File: src/rtl/i2s_tx_ctrl.sv
// i2s_tx_ctrl: left-justified I2S transmitter with programmable bit clock, one-pair sample buffer and underrun counter
module i2s_tx_ctrl #(
  parameter int DIV_W  = 8,
  parameter int UCNT_W = 8
) (
  input  logic              clk,
  input  logic              reset,
  input  logic              enable,
  input  logic              stereo,
  input  logic [DIV_W-1:0]  bclk_div,
  input  logic [15:0]       sample_l,
  input  logic [15:0]       sample_r,
  input  logic              sample_valid,
  output logic              sample_ready,
  output logic              hp_bck,
  output logic              hp_ws,
  output logic              hp_din,
  output logic              frame_start,
  output logic [UCNT_W-1:0] underrun_cnt
);
  typedef enum logic {IDLE, RUN} state_t;
  state_t state_q, state_d;
  logic bck_q, bck_d, full_q, full_d;
  logic [DIV_W-1:0] cnt_q, cnt_d;
  logic [4:0] bit_cnt_q, bit_cnt_d;
  logic [31:0] shift_q, shift_d, hold_q, hold_d, last_q, last_d;
  logic [UCNT_W-1:0] ucnt_q, ucnt_d;
  logic run, tick, fall, load, cap;
  always_comb begin
    run = state_q == RUN && enable;
    cap = sample_valid && !full_q && !reset;
    tick = cnt_q >= bclk_div;
    fall = run && tick && bck_q;
    load = enable && (state_q == IDLE || (fall && bit_cnt_q == 5'd31));
    state_d = enable ? RUN : IDLE;
    cnt_d = (run && !tick) ? cnt_q + DIV_W'(1) : '0;
    bck_d = run && (tick ? !bck_q : bck_q);
    bit_cnt_d = (!enable || load) ? 5'd0 : bit_cnt_q + 5'(fall);
    shift_d = load ? (full_q ? hold_q : last_q) : fall ? {shift_q[30:0], 1'b0} : shift_q;
    last_d = (load && full_q) ? hold_q : last_q;
    // a load in the same cycle as a capture consumes the old (empty) buffer; the capture survives
    full_d = cap || (full_q && !load);
    hold_d = cap ? {sample_l, stereo ? sample_r : sample_l} : hold_q;
    ucnt_d = (load && !full_q && ucnt_q != '1) ? ucnt_q + UCNT_W'(1) : ucnt_q;
  end
  always_ff @(posedge clk) begin
    if (reset) begin
      state_q <= IDLE;
      cnt_q <= '0;
      bck_q <= 1'b0;
      bit_cnt_q <= '0;
      shift_q <= '0;
      hold_q <= '0;
      last_q <= '0;
      full_q <= 1'b0;
      ucnt_q <= '0;
    end else begin
      state_q <= state_d;
      cnt_q <= cnt_d;
      bck_q <= bck_d;
      bit_cnt_q <= bit_cnt_d;
      shift_q <= shift_d;
      hold_q <= hold_d;
      last_q <= last_d;
      full_q <= full_d;
      ucnt_q <= ucnt_d;
    end
  end
  assign sample_ready = !full_q && !reset;
  assign hp_bck = bck_q;
  assign hp_ws = state_q == RUN && bit_cnt_q[4];
  assign hp_din = state_q == RUN && shift_q[31];
  assign frame_start = load && !reset;
  assign underrun_cnt = ucnt_q;
endmodule
File: config.mk
export PLATFORM = sky130hd
export DESIGN_NAME = i2s_tx_ctrl
export DESIGN_NICKNAME = d
export VERILOG_FILES = /design/src/rtl/i2s_tx_ctrl.sv
export SDC_FILE = /design/constraint.sdc
export NUM_CORES = 1
export LEC_CHECK = 0
export CORE_ASPECT_RATIO = 0.9
export CORE_MARGIN = 1
export CORE_UTILIZATION = 55
export CTS_CLUSTER_DIAMETER = 150
export DETAILED_ROUTE_END_ITERATION = 12
export PLACE_DENSITY = 0.74
export REMOVE_ABC_BUFFERS = 1
export SLEW_MARGIN = 10
export SYNTH_ARGS = -nofsm -noshare
export SYNTH_HDL_FRONTEND = slang
export SYNTH_SLANG_ARGS = --single-unit
File: constraint.sdc
create_clock -name clk -period 5.27 [get_ports clk]
set_clock_uncertainty 0.15 [all_clocks]
set_input_delay 0.7905 -clock clk [delete_from_list [all_inputs] [get_ports clk]]
set_output_delay 0.7905 -clock clk [all_outputs]
set_load 0.05 [all_outputs]
# Word level (Yosys, flattened, before mapping)
# Cells that the tools add are included.
[totals]
regBits = 120
in_bits = 45
out_inout_bits = 13
elab_cells = 52
[classes]
addsub = 3
magnitude_cmp = 1
eq_ne = 2
mux = 6
n_bitwise = 2
n_reduce_logical = 29
[op_table]
columns = ["operator", "count"]
rows = [
  ["$mux 32", 3],
  ["$logic_and 1x1->1", 17],
  ["$add 8x1->8 const B", 2],
  ["$mux 16", 1],
  ["$ge 8x8->1", 1],
  ["$ne 8x8->1 const B", 1],
  ["$logic_not 1->1", 6],
  ["$add 5x1->5", 1],
  ["$eq 5x5->1 const B", 1],
  ["$reduce_or 2->1", 2],
  ["$logic_or 1x1->1", 3],
  ["$mux 1", 2],
  ["$not 1->1", 2],
  ["$reduce_bool 2->1", 1],
]

# Logic depth before layout (Yosys ltp)
[depth]
depth_word = 9
ltp_mapped = 11
mapped_depth_nobuf = 11

# Worst setup path after synthesis
# No wires, ideal clock.
[synth_timing]
path_kind = "input -> output"
startpoint = "input port bclk_div[0]"
endpoint = "output port frame_start"
t_arrival_ps = 2773
required_ps = 4330
path_slack_ps = 1557
path_stages = 7
path_buffers = 1
cell_sequence = "ha_1 -> nand2b_1 -> a2111oi_4 -> o211ai_1 -> clkbuf_1 -> nand3_1 -> nor2_1"
[synth_via]
elab_chain_cells = 7
[synth_lines]
columns = ["item", "line_no", "text"]
rows = [
  ["start: declaration", "10", "input logic [DIV_W-1:0] bclk_div,"],
  ["$ge 8x8->1", "32", "tick = cnt_q >= bclk_div;"],
  ["$logic_and 1x1->1 (2 in series)", "33", "fall = run && tick && bck_q;"],
  ["$logic_and 1x1->1", "34", "load = enable && (state_q == IDLE || (fall && bit_cnt_q == 5'd31));"],
  ["$logic_or 1x1->1", "34", ""],
  ["$logic_and 1x1->1", "34", ""],
  ["$logic_and 1x1->1", "73", "assign frame_start = load && !reset;"],
  ["end: declaration", "18", "output logic frame_start,"],
]
# No other way between the ends.

# Final worst setup path
[layout_timing]
startpoint = "input port bclk_div[5]"
endpoint = "output port frame_start"
# The elaborated chain is that of the path after synthesis.

==> run summary <==
Status = finished, final reports clean
WP data arrival = 3.53 ns
Die X = 110 um
Setup-failing EPs final = 0
Placement Cell Area = 0.00639 sq mm
Initial Utilization = 0.568
Total power = 2180 uW
Postcts setup bufs = 0
HP Class = register to register
Antenna violations before repair = 0
Max Cap Viol = 0
Most frequent cell after synthesis = dfxtp_1
Vias per cell = 5.78
Final ANT Viol Nets = 0
Post-synthesis cell count = 617
Synth cell types = 46
Root buffer cell = clkbuf_16
# DRC = 0
Syn Std Cell Area = 0.00582 sq mm
Fin. max-slew vios = 0
Max Clk Rate = 224 MHz
Place WS = 0.787 ns
Register area share after synthesis = 0.413
Layout filler cell count = 850
Via count = 4,554
First-pass GRT wire length = 21,100 um
Share of layout cells above drive strength 1 = 0.0668
Worst-path clk slew = 0.05 ns
Antenna diodes = 0
Power Density = 315 mW/mm^2
Final Core Density = 0.674
Setup TNS = 0 ns
Main area contributors after synthesis = dfxtp_1 41%, mux2i_1 14%, nand2b_1 7.3%
Final Routed Wirelength = 12,500 um
RSZ-0062 raised after global routing = no
Floorplan Core Area = 0.0102 sq mm
Period minus WS final = 4.47 ns
Layout Nets = 707
Crit Path Max Fanout = 36
Measured slew at the worst slew-check pin = 1.10 ns
Reg2Reg Depth = 8
Hpwl dp = 7770 um
Worst Path Required = 4.33 ns
Post-cts repair resize count = 0
Port Buffer Count = 57
Layout area overhead = 18.7%
Yosys warning count = 0
Largest area contributor in the netlist = dfxtp_1
Peak VDD IR = 0.000306 V
Post-synth ARST share = 0
EDFF count, synth = 0
R2R Setup Slk = 2.26 ns
Num rows = 35
Flops & latches, synth = 120
End point of the critical path = frame_start
Die Y = 99.6 um
CTS tree = built
I/O Pins = 58
Setup CP Type = input pin to output port
R2R Path End = last_q[19]
Worst setup path startpoint = bclk_div[5]
Synth top area share = 0.413
Number of global-route vias before repair = 4,406
Synthesized area per cell = 9.44 sq um
Startpoint types = input pin
Slew HR = 0.263
Die area = 0.0110 sq mm
GRT Overall Usage = 0.236
Final hold violations = 0
Routability congestion estimate = 0.802
Ys flop type = dfxtp_1
Hold_buf cts = 0
Clk_lat worst skew = 0.40 ns
Leakage power = 0.00264 uW
Cell area after layout = 0.00691 sq mm
First-iteration detailed-routing DRC count = 233
Worst setup EP type = output port
CTS Sinks = 120
Pre-antenna DRT Iters = 4
Num CTS Buffers = 17
Synth top cells by count = 120 x dfxtp_1, 81 x mux2i_1, 71 x nor2_1, 68 x nand2b_1, 37 x clkbuf_1
Largest net degree at the start of global routing = 83
WL per Instance = 15.8 um
Gr ovfl total = 0
Clock buffer depth = 2
H-tree depth = 4
Setup WS post-layout = 0.800 ns
Fin crit share = 0.848
Reg2Reg Launch Point = cnt_q[0]
[power breakdown]
part / internal [uW] / switching [uW] / total [uW]
clock: 650 / 373 / 1020
combinational: 92.1 / 109 / 202
sequential: 936 / 17.7 / 954
total: 1680 / 500 / 2180
[worst min-delay path by stage]
stage,cells after the start,slack (ns),endpoint,startpoint
2_1_floorplan,1,0.29,cnt_q[0],cnt_q[0]
3_3_place_gp,2,0.31,last_q[9],last_q[9]
3_5_place_dp,2,0.32,last_q[22],last_q[22]
4_1_cts,2,0.33,last_q[26],last_q[26]
5_1_grt,2,0.34,last_q[26],last_q[26]
6_report,2,0.32,last_q[26],last_q[26]
[layer usage]
metal | vias up | share of wire | global-route usage | wire length, um
met4 | 0 | 0.010 | 0.0851 | 125
met3 | 10 | 0.037 | 0.0518 | 461
li1 | 2276 | - | - | -
met5 | - | 0 | 0 | 0
met1 | 2179 | 0.49 | 0.309 | 6100
met2 | 89 | 0.46 | 0.384 | 5790
[cell type report]
class | instances | area (sq um) | share of cell area
inverter | 13 | 48.8 | 0.00706
clock buffer | 25 | 505 | 0.0732
multi-input combinational | 436 | 3170 | 0.458
timing repair buffer | 62 | 606 | 0.0876
sequential | 120 | 2400 | 0.348
clock inverter | 3 | 17.5 | 0.00254
tap | 129 | 161 | 0.0234
[kinds of logic (layout without fill, tap and decap cells)]
group	Yosys count	after routing	synth area share
buffers and inverters	61	103	0.0440
adder cells (fa/ha/maj)	12	12	0.0258
flip-flops	120	120	0.413
XOR/XNOR	10	10	0.0150
AO/OA/AOI/OAI	93	93	0.128
AND/OR/NAND/NOR	235	235	0.225
multiplexers	86	86	0.149
[stage by stage]
step           hold WS [ns]  std cells
2_1_floorplan         0.287        569
3_3_place_gp          0.307        760
3_5_place_dp          0.318        760
4_1_cts               0.325        788
5_1_grt               0.341        788
6_report              0.321        788
[layout by cell type (no fill, tap or decap), drive strengths merged, types with 5 or more instances in the layout]
cell | synthesis | layout
and3 | 7 | 7
nor2 | 71 | 71
inv | 13 | 13
nand2b | 68 | 68
a211oi | 17 | 17
and4 | 29 | 29
clkdlybuf4s50 | 0 | 56
ha | 12 | 12
and2 | 5 | 5
xor2 | 6 | 6
nand3 | 18 | 18
buf | 11 | 6
nor2b | 7 | 7
o21ai | 22 | 22
nand2 | 21 | 21
mux2i | 81 | 81
mux2 | 5 | 5
clkbuf | 37 | 25
dfxtp | 120 | 120
a221o | 27 | 27
[registers in the layout (all words and copies together), names as in the netlist]
| signal | flops |
|---|---|
| hp_bck | 1 |
| cnt_q | 8 |
| bit_cnt_q | 5 |
| shift_q | 32 |
| full_q | 1 |
| hold_q | 32 |
| state_q | 1 |
| last_q | 32 |
| underrun_cnt | 8 |
[worst max-delay path, stage by stage]
cell and delay (ns):
clkdlybuf4s50_1 0.46, inv_1 0.04, ha_1 0.31, a211o_1 0.28
a2111o_1 0.38, and2_4 0.27, nand3_1 0.22, nor2_1 0.06
clkdlybuf4s50_1 0.72
Power figures use the tool's default switching activity.
